$ cat config.mk
export PLATFORM = sky130hd
export DESIGN_NAME = pattern_scan_ctrl
export DESIGN_NICKNAME = d
export VERILOG_FILES = /design/src/rtl/pattern_scan_pkg.sv /design/src/rtl/pattern_match.sv /design/src/rtl/pattern_scan_ctrl.sv
export SDC_FILE = /design/constraint.sdc
export NUM_CORES = 1
export LEC_CHECK = 0
export ABC_AREA = 1
export CAP_MARGIN = 20
export CORE_MARGIN = 5
export CORE_UTILIZATION = 47
export CTS_CLUSTER_SIZE = 30
export DETAILED_ROUTE_END_ITERATION = 10
export HOLD_SLACK_MARGIN = 0.12
export PLACE_DENSITY = 0.78
export RECOVER_POWER = 100
export SLEW_MARGIN = 20
export SYNTH_ARGS = -nofsm -noshare
export SYNTH_HDL_FRONTEND = slang
export SYNTH_SLANG_ARGS = --single-unit
$ cat constraint.sdc
create_clock -name clk -period 1.25 [get_ports clk]
set_input_delay 0.25 -clock clk [delete_from_list [all_inputs] [get_ports clk]]
set_output_delay 0.25 -clock clk [all_outputs]
set_load 0.005 [all_outputs]
$ cat src/rtl/pattern_scan_pkg.sv
// Shared types and default sizing for the serial pattern-scan front end.
package pattern_scan_pkg;

   localparam int DEF_DATA_W = 16;
   localparam int DEF_PAT_W  = 4;
   localparam int DEF_CNT_W  = 5;

   typedef enum logic [1:0] {
      ST_IDLE  = 2'd0,
      ST_SHIFT = 2'd1,
      ST_DONE  = 2'd2
   } state_t;

endpackage

$ cat src/rtl/pattern_match.sv
// Serial pattern matcher: history shift register, fill counter and comparator.
// z is combinational so a match is flagged in the same cycle as the bit
// that completes it.
module pattern_match
   import pattern_scan_pkg::*;
#(
   parameter int PAT_W = DEF_PAT_W
) (
   input  logic             clk,
   input  logic             rst_n,
   input  logic             clr,
   input  logic             en,
   input  logic             x,
   input  logic [PAT_W-1:0] pattern,
   input  logic             overlap,
   output logic             z
);

   // Fill saturates at PAT_W-1: that many history bits plus x form a window.
   localparam int FILL_W = (PAT_W > 2) ? $clog2(PAT_W) : 1;
   localparam logic [FILL_W-1:0] FILL_FULL = FILL_W'(PAT_W - 1);

   logic [PAT_W-2:0]  r_hist;
   logic [FILL_W-1:0] r_fill;
   logic [PAT_W-1:0]  w_window;

   assign w_window = {r_hist, x};
   assign z        = en && (r_fill == FILL_FULL) && (w_window == pattern);

   // History/fill update; a non-overlapping match restarts the window.
   always_ff @(posedge clk or negedge rst_n) begin
      if (!rst_n) begin
         r_hist <= '0;
         r_fill <= '0;
      end else if (clr) begin
         r_hist <= '0;
         r_fill <= '0;
      end else if (en) begin
         r_hist <= w_window[PAT_W-2:0];
         if (z && !overlap) begin
            r_fill <= '0;
         end else if (r_fill != FILL_FULL) begin
            r_fill <= r_fill + FILL_W'(1);
         end else begin
            r_fill <= r_fill;
         end
      end else begin
         r_hist <= r_hist;
         r_fill <= r_fill;
      end
   end

endmodule

$ cat src/rtl/pattern_scan_ctrl.sv
// Scan controller: latches a word and pattern on start, shifts the word
// MSB-first into the matcher, counts matches and records the first one.
module pattern_scan_ctrl
   import pattern_scan_pkg::*;
#(
   parameter int DATA_W = DEF_DATA_W,
   parameter int PAT_W  = DEF_PAT_W,
   parameter int CNT_W  = DEF_CNT_W,
   parameter int POS_W  = $clog2(DATA_W)
) (
   input  logic              clk,
   input  logic              rst_n,
   input  logic              start,
   input  logic [DATA_W-1:0] data_in,
   input  logic [PAT_W-1:0]  pattern,
   input  logic              overlap,
   output logic              busy,
   output logic              done,
   output logic              x_out,
   output logic              z_out,
   output logic [CNT_W-1:0]  match_cnt,
   output logic              found,
   output logic [POS_W-1:0]  first_pos
);

   localparam logic [POS_W-1:0] LAST_IDX = POS_W'(DATA_W - 1);
   localparam logic [CNT_W-1:0] CNT_MAX  = '1;

   state_t             r_state;
   logic [DATA_W-1:0]  r_word;
   logic [POS_W-1:0]   r_idx;
   logic [PAT_W-1:0]   r_pattern;
   logic               r_overlap;
   logic               r_busy;
   logic               r_done;
   logic               r_x;
   logic [CNT_W-1:0]   r_cnt;
   logic               r_found;
   logic [POS_W-1:0]   r_pos;

   logic               w_accept;
   logic               w_shift;
   logic               w_z;

   assign w_accept = (r_state == ST_IDLE) && start;
   assign w_shift  = (r_state == ST_SHIFT);

   pattern_match #(
      .PAT_W (PAT_W)
   ) u_match (
      .clk     (clk),
      .rst_n   (rst_n),
      .clr     (w_accept),
      .en      (w_shift),
      .x       (r_x),
      .pattern (r_pattern),
      .overlap (r_overlap),
      .z       (w_z)
   );

   // Scan sequencer: r_x holds the bit for the current index, r_word the rest.
   always_ff @(posedge clk or negedge rst_n) begin
      if (!rst_n) begin
         r_state   <= ST_IDLE;
         r_word    <= '0;
         r_idx     <= '0;
         r_pattern <= '0;
         r_overlap <= 1'b0;
         r_busy    <= 1'b0;
         r_done    <= 1'b0;
         r_x       <= 1'b0;
      end else begin
         case (r_state)
            ST_IDLE: begin
               if (start) begin
                  r_state   <= ST_SHIFT;
                  r_x       <= data_in[DATA_W-1];
                  r_word    <= {data_in[DATA_W-2:0], 1'b0};
                  r_idx     <= '0;
                  r_pattern <= pattern;
                  r_overlap <= overlap;
                  r_busy    <= 1'b1;
               end else begin
                  r_busy <= 1'b0;
                  r_x    <= 1'b0;
               end
               r_done <= 1'b0;
            end
            ST_SHIFT: begin
               if (r_idx == LAST_IDX) begin
                  r_state <= ST_DONE;
                  r_x     <= 1'b0;
                  r_done  <= 1'b1;
               end else begin
                  r_x    <= r_word[DATA_W-1];
                  r_word <= {r_word[DATA_W-2:0], 1'b0};
                  r_idx  <= r_idx + POS_W'(1);
               end
            end
            ST_DONE: begin
               r_state <= ST_IDLE;
               r_done  <= 1'b0;
               r_busy  <= 1'b0;
            end
            default: begin
               r_state <= ST_IDLE;
               r_done  <= 1'b0;
               r_busy  <= 1'b0;
               r_x     <= 1'b0;
            end
         endcase
      end
   end

   // Result bookkeeping: saturating match count and first-match position.
   always_ff @(posedge clk or negedge rst_n) begin
      if (!rst_n) begin
         r_cnt   <= '0;
         r_found <= 1'b0;
         r_pos   <= '0;
      end else if (w_accept) begin
         r_cnt   <= '0;
         r_found <= 1'b0;
         r_pos   <= '0;
      end else if (w_z) begin
         if (r_cnt != CNT_MAX) begin
            r_cnt <= r_cnt + CNT_W'(1);
         end else begin
            r_cnt <= r_cnt;
         end
         if (!r_found) begin
            r_found <= 1'b1;
            r_pos   <= r_idx;
         end else begin
            r_pos <= r_pos;
         end
      end else begin
         r_cnt <= r_cnt;
      end
   end

   assign busy      = r_busy;
   assign done      = r_done;
   assign x_out     = r_x;
   assign z_out     = w_z;
   assign match_cnt = r_cnt;
   assign found     = r_found;
   assign first_pos = r_pos;

endmodule

==> reports/results.txt, run 1 <==
The tools report the max-slew violation count as 0. The initial utilization of the core area, before any placement, comes to 48.7%. The tools report the endpoint type of the worst setup path as a primary output. The run gives 0.30 ns as the clock network latency to the later pin of the worst-skew pair. The critical path goes through ha_2 > nand3_2 > nor2_4 > nand3_4 > inv_2 > buf_6. For the worst flop-to-flop path, the logic depth is 10. Data arrives at the worst endpoint at 1.38 ns. In this run the cell area measured after placement is 2830 µm².

By area the synthesized netlist is led by dfrtp_1 (52%), nand2_1 (13%), o211ai_1 (5.3%). From synthesis to final layout, the design area changed by 51.7%. The routed layout has 1986 vias. After detailed routing, the average wire length per cell comes to 14.4 µm. The area of combinational cells with multiple inputs was 962 µm².

The run gives -0.377 ns as the smallest setup slack after layout. The half-perimeter wire length after placement was 3.31 mm; the share of synthesized registers carrying an async set or reset was 100%. Counting tap cells, the placed design contains a total of 355 instances. The tools report the final layout net count as 363. Setup repair after global routing could not meet its margin everywhere. The register area share after synthesis is 51.9%, and the die area is 5960 µm².

The fraction of power spent switching nets came out at 39.2%. The power after layout was 7.87 mW; the transition time of the tightest slew-check pin was 0.602 ns. The number of sinks on the clock net came out at 44. During synthesis, Yosys emitted a total of 0 warnings. The hold-critical path depth was 2. 38 I/O pins were placed.

The number of nets in the synthesized netlist is 266. For the largest clock skew in the final design, the log shows 0.00564 ns. The logs give -0.37 ns for the register-to-register path setup slack and 615 MHz for the highest achievable clock rate.

Type of the worst setup path: reg -> out. The CTS buffer count was 5. For the post-route cell area, the log shows 3220 µm².

The number of antenna violations at the first check in global routing came out at 0. The repair_antennas step left the layout with diodes totalling 0. For this design the total switching power over the nets is 3.08 mW. OpenSTA, run right after detailed placement, puts the worst setup slack at -0.434 ns.

The horizontal die dimension was 77.2 µm. The sequential cells in the finished layout cover a total of 1100 µm². Final weighted congestion in routability-driven placement: 0.814.

The via count of the first global-routing pass was 1966. The tightest min-delay check is of the reg -> reg type. In the synthesized netlist the dominant register cell turns out to be dfrtp_1. Setup total negative slack on the finished layout was measured at -7.16 ns. Clock-pin slew was measured on the worst setup and hold paths at 0.08 ns.

In this run the clock root is driven by a clkbuf_8. The largest fanout of any net on the critical path works out to 2. After global routing the overflow that remains totals 0. Across the run, the number of max-cap violations was 0. Power spread over the standard cell area amounts to 2450 nW/µm². The static leakage came out at 1.65 nW. Filler cell count: 280.

Cell internal power was estimated by the tool at 4.79 mW. The mapped netlist covers 2120 µm². Combinational cells account for 57.9% of the total power. The worst path uses 130% of the clock period. The final reports fail on negative setup slack. Die outline height: 77.2 µm. The commonest cells after synthesis are nand2_1 (71), dfrtp_1 (44), inv_1 (27), o21ai_1 (20), o211ai_1 (15). The region available for standard cell placement spans 4350 µm². VDD sags by at most 1320 µV.

The stage delay of the slowest cell on the critical path is 0.37 ns, and the total DRC errors in the routed layout is 0. In this run, flip-flops and latches consume 30.3% of the power. The number of synthesized flops with an enable pin is 0. The worst path required time is 1.00 ns.

The first TritonRoute pass finished after 4 iterations. The number of violations reported at the end of detailed-routing iteration 0 is 121, and the worst-case headroom to the max-slew limit is 59.8%. In this run, synthesis produced a sequential element count of 44. The share of the synthesized area in the top cell type is 51.9%, and the share of final-layout standard cells stronger than drive strength 1 is 31.8%. The largest individual stage delay along the critical path comes from the cell dfrtp_1. The tools report the all-layer global routing usage as 19.5%.

No sink is reached through more buffers than the 2 on the longest clock path. The clock network burns 11.8% of the power. STA classifies the critical path startpoint as a flip-flop. At the end of the flow the core is filled with cells to 73.9%.

The tools report the total length of routed wires as 5.60 mm. The tools report the non-filler instance count after layout as 388. The post-synthesis cell type with the largest combined area is dfrtp_1. The count of buffers added on input and output ports is 37. The run finished, with violations left. Number of H-tree branching levels: 2.

Yosys mapped the design onto 28 distinct sky130hd cell types. The count of antenna-violating nets left after detailed routing is 0, and the vias per cell is 5.12. Entering global routing, the biggest net connects 45 pins.

The synthesized netlist cell count was 238; the total setup violations reported at the end of the flow was 35. The time the final worst path needs with I/O delays and setup is 1.63 ns, and the mean instance size in the synthesized netlist is 8.92 µm². Most frequent cell after synthesis: nand2_1. The first global-routing pass estimated 9.27 mm of wire.

In this run the core area contains 24 standard-cell rows. TritonCTS built the clock tree. The final hold violation count is 0, and the smallest hold slack is 0.471 ns.
[critical path: cells and delay by family (launching register included)]
| kind | cells | cell delay (ns) |
|---|---|---|
| adders and majority gates | 1 | 0.20 |
| DFF | 1 | 0.37 |
| buffers and inverters | 2 | 0.18 |
| and+or+nand+nor | 3 | 0.32 |
[power by group through the flow]
stage	clock network, mW	logic, mW	registers, mW
after floorplan	0	2.22	2.43
after global placement	0	3.56	2.37
after detailed placement	0	3.70	2.41
after CTS	0.947	4.32	2.37
after global routing	1.01	5.05	2.45
final	0.926	4.56	2.39
[layout by cell type, fill, tap and decap left out, types with 9 or more instances in the layout]
master	netlist	routed
buf_4	1	42
buf_6	2	13
clkdlybuf4s50_1	0	22
dfrtp_1	44	44
dlygate4sd2_1	0	9
inv_1	27	25
nand2_1	71	66
nor2_4	4	9
o211ai_1	15	15
o21ai_1	20	20
[final cells by class]
cell class | instances | share of cell area (%)
Inverter | 30 | 3.89
Multi-Input combinational cell | 156 | 29.9
Clock inverter | 2 | 0.311
Clock buffer | 6 | 2.57
Sequential cell | 44 | 34.2
Timing Repair Buffer | 98 | 27.1
Tap cell | 52 | 2.02
[routing by layer]
layer  part of all wire [%]  track usage [%]  up-vias
met5                      0                0        -
met4                    1.8             6.70        0
met3                    4.4             3.98       11
met2                     55             34.9       49
met1                     38             22.8      966
li1                       -                -      960
[final timing paths]
kind | endpoint | startpoint
min in group asynchronous | r_word[8] | rst_n
max in group asynchronous | u_match.r_fill[1] | rst_n
max reg2reg | match_cnt[4] | u_match.r_fill[0]
min reg2reg | first_pos[0] | first_pos[0]
max | z_out | u_match.r_fill[0]
min | first_pos[0] | first_pos[0]
[logic make-up (layout without fill, tap and decap cells)]
| logic type | count (synthesis) | count (layout) | synth area share [%] |
|---|---|---|---|
| DFF | 44 | 44 | 51.9 |
| adders and majority gates | 4 | 4 | 2.36 |
| buffers and inverters | 38 | 136 | 8.84 |
| and+or+nand+nor | 106 | 106 | 23.1 |
| AOI/OAI and AO/OA | 42 | 42 | 11.8 |
| xor gates and xnor gates | 4 | 4 | 2.01 |
[repair_timing]
item | in CTS | in global routing
pin swaps | 10 | 8
hold endpoints to repair | 44 | 0
gates resized for setup | 50 | 17
gates cloned | 2 | 0
hold buffers | 1 | 0
endpoints found under the setup margin | 47 | 41
setup buffers | 19 | 5
[state kept, by name, summed over array words and instances (netlist names), 2 cells and up]
register,count
r_word,15
first_pos,4
match_cnt,5
r_idx,4
u_match.r_hist,3
r_state,2
r_pattern,4
u_match.r_fill,2
No activity file was read; power rests on OpenSTA's default activity.
==> inputs of run 2 (changes only) <==
TNS_END_PERCENT = 5   (was default)
==> run 2 against run 1 <==
  * Hold slack lost 0.0016 ns
  * Register-to-register slack gained 0.12 ns
  * Final cell count shrank 6.4%
  * The run still ends with negative setup slack left
  * Routed wire length shrank 20%
  * Cell area shrank 9.9%
  * Sequential cell count is the same
==> reports/results.txt, run 2 (same netlist as run 1, synthesis figures left out) <==
The smallest hold slack came out at 0.470 ns (was 0.471 ns). The final layout net count came out at 338 (was 363). The logs give 267 µm (was 247 µm) for the routed length on met3 and 626 MHz (was 615 MHz) for the highest achievable clock rate.

The worst hold-check path type is reg -> reg (unchanged). Smallest setup slack after layout: -0.349 ns (was -0.377 ns). Half-perimeter wire length after placement: 3.22 mm (was 3.31 mm). The transition time of the tightest slew-check pin is 0.584 ns (was 0.602 ns), and the final design utilization is 66.6% (was 73.9%).

For the data arrival at the endpoint of the critical path, the log shows 1.35 ns (was 1.38 ns). The run gives 1.50 nW (was 1.65 nW) as the static leakage. The most common cell after layout, fill and taps aside is nand2_1 (unchanged).

For the register-to-register path setup slack, the log shows -0.25 ns (was -0.37 ns). Post-route setup TNS: -3.85 ns (was -7.16 ns). Failing checks: negative setup slack (unchanged). The synthesis-to-finish area growth is 36.7% (was 51.7%), and the worst-case headroom to the max-slew limit is 61.1% (was 59.8%). The power after layout is 6.98 mW (was 7.87 mW), and the CTS buffer count is 5 (unchanged). The pin count of the biggest net entering global routing was 45 (unchanged); the met1 routed wirelength after detailed routing was 1.87 mm (was 2.15 mm). The share of the clock period used by the worst path was 128% (was 130%); the sum of overflow across all layers after global routing was 0 (unchanged). The run gives 7.94 mm (was 9.27 mm) as the first-pass GRT wire length. The tools report the die area as 5960 µm² (unchanged).

The worst setup slack before clock tree synthesis was -0.447 ns (was -0.434 ns). Endpoint type of the worst setup path: a primary output (unchanged). The largest voltage drop on the vdd net was 1050 µV (was 1320 µV); the time the final worst path needs with I/O delays and setup was 1.60 ns (was 1.63 ns).

Top metal layer carrying routed signals: met4 (unchanged). The run gives 0 (unchanged) as the number of max-capacitance violations reported. The number of port buffers was 37 (unchanged). The number of iterations in the first detailed-routing pass is 4 (unchanged), and the number of primary I/O pins is 38 (unchanged). The share of final-layout standard cells stronger than drive strength 1 was 23.5% (was 31.8%). The run gives 2780 µm² (was 2830 µm²) as the placed cell area. The initial standard-cell utilization of the core is 48.7% (unchanged). The number of H-tree branching levels came out at 2 (unchanged).

TritonCTS built the clock tree. The non-filler instance count after layout came out at 363 (was 388). Maximum clock path buffer count: 2 (unchanged). The number of diodes is 0 (unchanged), and the final weighted congestion in routability-driven placement is 0.831 (was 0.814). The logs give 0 (unchanged) for the max-slew violation count and 2.22 mm (was 3.10 mm) for the met2 wirelength from detailed routing.

The area of the core is 4350 µm² (unchanged). The count of antenna-violating nets left after detailed routing is 0 (unchanged). The via count of the first global-routing pass came out at 1846 (was 1966).

The type of the worst setup path is reg -> out (unchanged). The post-CTS clock slew at the launch and capture registers of the worst setup and hold paths was 0.09 ns (was 0.08 ns); the horizontal die dimension was 77.2 µm (unchanged). The die outline height was 77.2 µm (unchanged). The total number of vias is 1823 (was 1986). Number of antenna violations at the first check in global routing: 0 (unchanged).

Commonest cells after routing, fill and taps aside: nand2_1 (69), dfrtp_1 (44), buf_4 (30), inv_1 (26), clkdlybuf4s50_1 (22) (was nand2_1 (66), dfrtp_1 (44), buf_4 (42), inv_1 (25), clkdlybuf4s50_1 (22)). The run finished, with violations left. Setup repair after global routing could not meet its margin everywhere. The number of violations reported at the end of detailed-routing iteration 0 is 73 (was 121), and the clock network latency to the later pin of the worst-skew pair is 0.30 ns (about the same). All-layer global routing usage: 16.3% (was 19.5%). Routed wire length per instance: 12.3 µm (was 14.4 µm). The total placed cells including tap cells is 352 (was 355).

The final hold violation count was 0 (unchanged). The logs give 32 (was 35) for the total setup violations reported at the end of the flow and 4.48 mm (was 5.60 mm) for the total length of routed wires. The count of standard-cell rows was 24 (unchanged); the hold-critical path depth was 2 (unchanged). The vias per cell was 5.02 (was 5.12).

The register with the highest flop count was r_word (unchanged). The cell count of the worst reg-to-reg path works out to 9 (was 10). The clock root buffer master is clkbuf_8 (unchanged). The tools report the worst path required time as 1.00 ns (about the same).

The flip-flop count of the largest register after layout was 15 (unchanged). The power per cell area was 2410 nW/µm² (was 2450 nW/µm²); the total DRC errors in the routed layout was 0 (unchanged). The number of sinks on the clock net came out at 44 (unchanged). The tools report the largest clock skew in the final design as 0.0113 ns (was 0.00564 ns). The kind of start point of the critical path is a flip-flop (unchanged). The largest fanout of any net on the critical path is 2 (unchanged), and the post-route cell area is 2900 µm² (was 3220 µm²).
-- run 2: cell count changes in the layout (fill, tap and decap cells not counted), moves of 2 or more --
cell     before  now
nand2_2       6    4
ha_4          3    1
nand2_1      66   69
nor2_1        7    9
ha_2          1    3
buf_4        42   30
buf_6        13    2
nor2_4        9    7
-- run 2: final timing paths --
path	start	end
worst max register to register	u_match.r_fill[0]	match_cnt[1]
min in group asynchronous	rst_n	r_pattern[1]
worst max-delay path	u_match.r_fill[0]	z_out
worst min-delay path	first_pos[1]	first_pos[1]
worst min register to register	first_pos[1]	first_pos[1]
max in group asynchronous	rst_n	first_pos[1]
-- run 2: worst max-delay path, stage by stage (launching register included) --
cell	delay (ns)
dfrtp_1	0.38
ha_2	0.20
nand3_2	0.08
nor2_4	0.14
nand3_4	0.08
inv_2	0.07
buf_6	0.09
-- run 2: final cells by class --
| class | instances | area, µm² |
|---|---|---|
| Fill cell | 357 | 1450 |
| Sequential cell | 44 | 1100 |
| Multi-Input combinational cell | 156 | 883 |
| Timing Repair Buffer | 73 | 628 |
| Inverter | 30 | 115 |
| Clock buffer | 6 | 72.6 |
| Tap cell | 52 | 65.1 |
| Clock inverter | 2 | 35.0 |
-- run 2: per-layer routing --
layer	global-route usage, %	up-vias
met3	4.33	10
met1	18.8	858
met2	27.6	45
met4	8.25	0
met5	0	-
li1	-	910
-- run 2: report_power, final --
| part | internal, mW | switching [mW] | total, mW |
|---|---|---|---|
| Combinational | 1.68 | 1.85 | 3.53 |
| Clock | 0.593 | 0.479 | 1.07 |
| Sequential | 2.06 | 0.311 | 2.38 |
| Total | 4.34 | 2.64 | 6.98 |
-- run 2: repair_timing --
item	4_1_cts	5_1_grt
endpoints found under the hold margin	44	0
setup buffers	1	1
pin swaps	5	2
resized for setup	36	6
endpoints found under the setup margin	46	42
hold buffers	1	0
==> RTL change 1 (config.mk and constraints of run 1) <==
Change the package constant `DEF_CNT_W` from 5 to 7.
--- a/src/rtl/pattern_scan_pkg.sv
+++ b/src/rtl/pattern_scan_pkg.sv
@@ -3,7 +3,7 @@
 
    localparam int DEF_DATA_W = 16;
    localparam int DEF_PAT_W  = 4;
-   localparam int DEF_CNT_W  = 5;
+   localparam int DEF_CNT_W  = 7;
 
    typedef enum logic [1:0] {
       ST_IDLE  = 2'd0,
Interface: changed (resized match_cnt); port bits go from 38 to 40. No check against the original RTL was run, so the function may have changed too.
==> RTL change 1 against run 1 <==
The flow still finishes with violations (setup timing); total power is 2.5% higher; worst hold slack better by 0.0053 ns; core utilization increased by 6.1 points; sequential power is 3% higher; global-route usage rose by 0.85 points; design area is 9.8% higher; worst setup slack improved by 0.027 ns; register-to-register slack improved by 0.05 ns; routed wire length increased by 14%; clock skew rose by 0.0048 ns; sequential cell count increased by 2; synthesized area up 2.3%; highest routed layer unchanged.
==> RTL change 1: results (changes against run 1) <==
| Metric | Value |
|---|---|
| Status | finished, violations left |
| Violated checks | setup timing |
| P_leak | 1.77 nW (+6.9%) |
| Finished Layout Cells | 411 (+5.9%) |
| DP HPWL | 3400 um (+2.8%) |
| Xor and xnor fraction of the mapped netlist area | 1.21% (-0.79 points) |
| Share of cells above drive strength 1 | 35.1% (+3.3 points) |
| Number of library cell types mapped by synthesis | 25 (-11%) |
| Setup tns final | -6.54 ns (+0.625 ns) |
| Reg2reg path depth | 9 (-1) |
| Final setup viols | 38 (+8.6%) |
| Met1 usage | 23.7% (+0.83 points) |
| Post-synthesis sequential area ratio | 53.0% (+1.1 points) |
| Share of total power in combinational logic | 55.6% (-2.3 points) |
| WHS | 0.477 ns (+0.00528 ns) |
| Pre-CTS setup slack | -0.389 ns (+0.0456 ns) |
| Synth top area cells | dfrtp_1 (53%), nand2_1 (12%), inv_1 (6.1%) |
| Drt wl/cell | 15.5 um (+7.8%) |
| M3 GR Usage | 4.63% (+0.65 points) |
| Reg-to-reg setup timing slack | -0.32 ns (+0.05 ns) |
| Power per cell area | 2280 mW/mm^2 (-6.6%) |
| Filler cells | 258 (-7.9%) |
| Drt via density | 5.11 (-0.18%) |
| Hold path startpoint | busy$_DFFE_PN0N_ |
| Tot GR Track Use | 20.3% (+0.85 points) |
| Synth Area in Compound Gates | 13.7% (+1.9 points) |
| PortBufs | 39 (+5.4%) |
| Clock Power Share | 13.9% (+2.1 points) |
| Final worst setup slack | -0.350 ns (+0.0271 ns) |
| Layout Skew | 0.0105 ns (+0.00483 ns) |
| GP Congestion | 0.823 (+1.1%) |
| Vias in the first global route | 2137 (+8.7%) |
| Hold Crit Endpoint | busy$_DFFE_PN0N_ |
| RR Endpoint | first_pos[0]$_DFFE_PN0P_ |
| Mapped Cells | 255 (+7.1%) |
| Post-synth net total | 282 (+6.0%) |
| Router iterations before antenna repair | 6 (+2) |
| Sw power | 0.00309 W (+0.29%) |
| Area after DPL | 0.00293 mm^2 (+3.7%) |
| Peak VDD IR | 1270 uV (-3.9%) |
## RTL change 1: critical path, stage by stage (launching register included)
cell and delay [ns]:
dfrtp_1 0.42, ha_4 0.18, nand3_4 0.07, nor2_4 0.12
nand3_4 0.09, inv_4 0.08, buf_6 0.09
## RTL change 1: area by class of cell
cell class / instances / area [um^2] / share of cell area (%)
Sequential cell: 46 / 1150 / 32.6
Multi-Input combinational cell: 162 / 1070 / 30.3
Timing Repair Buffer: 104 / 985 / 27.9
Inverter: 39 / 154 / 4.36
Clock buffer: 7 / 76.3 / 2.16
Tap cell: 52 / 65.1 / 1.84
Clock inverter: 1 / 30.0 / 0.850
## RTL change 1: routing by layer
layer	vias to the layer above	part of all wire, %
met1	974	40
met4	0	2.8
li1	1033	-
met2	74	52
met5	-	0
met3	19	4.8
## RTL change 1: what timing repair did
item | 4_1_cts | 5_1_grt
pin swaps | 11 | 16
endpoints found under the setup margin | 54 | 47
hold buffers | 1 | 0
setup buffers | 13 | 13
gates cloned | 4 | 0
resized for setup | 66 | 38
endpoints found under the hold margin | 11 | 0
## RTL change 1: worst max path at each step
stage	from	endpoint	slack, ns
2_1_floorplan	r_idx[0]$_DFFE_PN0P_	r_word[10]$_DFFE_PN0P_	-0.09
3_3_place_gp	u_match.r_fill[1]$_DFFE_PN0P_	z_out	-0.33
3_5_place_dp	u_match.r_fill[0]$_DFFE_PN0P_	z_out	-0.39
4_1_cts	u_match.r_fill[0]$_DFFE_PN0P_	z_out	-0.36
5_1_grt	u_match.r_fill[0]$_DFFE_PN0P_	z_out	-0.40
6_report	u_match.r_fill[0]$_DFFE_PN0P_	z_out	-0.35
==> RTL change 2 (config.mk and constraints of run 1) <==
Made on the original files. The 3 states of `state_t` get a one-hot encoding in 3 bits.
--- a/src/rtl/pattern_scan_pkg.sv
+++ b/src/rtl/pattern_scan_pkg.sv
@@ -5,10 +5,10 @@
    localparam int DEF_PAT_W  = 4;
    localparam int DEF_CNT_W  = 5;
 
-   typedef enum logic [1:0] {
-      ST_IDLE  = 2'd0,
-      ST_SHIFT = 2'd1,
-      ST_DONE  = 2'd2
+   typedef enum logic [2:0] {
+      ST_IDLE  = 3'b001,
+      ST_SHIFT = 3'b010,
+      ST_DONE  = 3'b100
    } state_t;
 
 endpackage
Function: same outputs for any inputs over 10 cycles, from zero or initial values and one cycle with rst_n low; not proved beyond that.
==> RTL change 2 against run 1 <==
The run still ends with setup timing left; total power down 18%; critical endpoint unchanged; worst setup slack better by 0.019 ns; core utilization up 0.78 points; largest cell class unchanged; sequential cell count up 1; design area up 1.7%; synthesized area up 0.12%; routed wire length up 7.1%; critical path type unchanged.
==> RTL change 2: results (changes against run 1) <==
| Metric | Value |
|---|---|
| Tot GR Track Use | 19.8% (+0.32 points) |
| Number of library cell types mapped by synthesis | 26 (-7.1%) |
| Crit path DAT | 1.36 ns (-0.02 ns) |
| Switching Share | 39.8% (+0.61 points) |
| Final setup viols | 44 (+26%) |
| # nets final | 352 (-3.0%) |
| Comb_multi_in | 154 (-1.3%) |
| Synth Area in Compound Gates | 12.4% (+0.58 points) |
| Non-clk bufs | 85 (-13%) |
| Violated checks | setup timing |
| Post-route cell area | 0.00327 mm^2 (+1.7%) |
| WHS | 0.379 ns (-0.0922 ns) |
| Critical path peak fanout | 3 (+1) |
| Finished Layout Cells | 377 (-2.8%) |
| Register share of the cell area | 34.4% (+0.21 points) |
| Reg-to-reg setup timing slack | -0.31 ns (+0.06 ns) |
| Post-CTS Setup Inserts | 16 (-3) |
| Post-synthesis sequential area ratio | 53.1% (+1.2 points) |
| Max transition margin | 76.8% (+17 points) |
| Reg2reg path depth | 9 (-1) |
| Detailed Route Iter0 Violations | 123 (+1.7%) |
| Pin count of the biggest net entering global routing | 29 (-36%) |
| Vias in the first global route | 2124 (+8.0%) |
| Drt via density | 5.21 (+1.9%) |
| Post-cts resize count | 86 (+72%) |
| P_int | 0.00387 W (-19%) |
| Num sequential | 45 (+2.3%) |
| DP HPWL | 3450 um (+4.4%) |
| Status | finished, violations left |
| Signal inverters | 33 (+10%) |
| Peak VDD IR | 1180 uV (-11%) |
| Layout Skew | 0.00778 ns (+0.00214 ns) |
| Share of cells above drive strength 1 | 36.0% (+4.2 points) |
| Multi-input gate share of total cell area | 32.8% (+2.9 points) |
| Post-Synth Adder-Cell Area | 2.36% (-0.0028 points) |
| GP Congestion | 0.829 (+1.9%) |
| Final worst setup slack | -0.358 ns (+0.0192 ns) |
| Hold Path Class | input pin to asynchronous set/reset pin |
| Synth top area cells | dfrtp_1 (52%), nand2_1 (11%), inv_1 (5.3%) |
| Commonest cells post-synth | nand2_1 (60), dfrtp_1 (44), inv_1 (30) |
| CP startpoint | r_pattern[1]$_DFFE_PN0P_ |
| Post-Route WL | 6000 um (+7.1%) |
| P_leak | 1.59 nW (-3.8%) |
| Pre-CTS setup slack | -0.388 ns (+0.0458 ns) |
| Xor and xnor fraction of the mapped netlist area | 1.24% (-0.77 points) |
| Global-route wire length before repair | 9540 um (+2.9%) |
| Post-synth net total | 269 (+1.1%) |
| Setup tns final | -10.58 ns (-3.41 ns) |
[RTL change 2: cell types whose count changed after synthesis, sizes merged]
| cell | before | now |
|---|---|---|
| xnor2 | 2 | 0 |
| inv | 30 | 33 |
| xor2 | 2 | 3 |
| buf | 8 | 9 |
| nor2 | 17 | 14 |
| dfstp | 0 | 1 |
| nand3b | 0 | 1 |
| nand4 | 2 | 1 |
| o21a | 0 | 1 |
| nand2 | 74 | 64 |
| a21oi | 3 | 4 |
| nand3 | 12 | 22 |
[RTL change 2: routing by layer]
layer  track usage (%)  vias to the layer above  wire length, um
li1                  -                      951                -
met1              23.5                      936             2410
met2              32.7                       56             3140
met3              4.45                       23              202
met4              11.3                        0              244
met5                 0                        -                0
[RTL change 2: critical path, stage by stage (launching register included)]
cell     delay [ns]
dfrtp_1        0.45
nand2_1        0.12
nand3_2        0.10
nor2_4         0.15
nand2_4        0.07
inv_2          0.07
buf_6          0.09
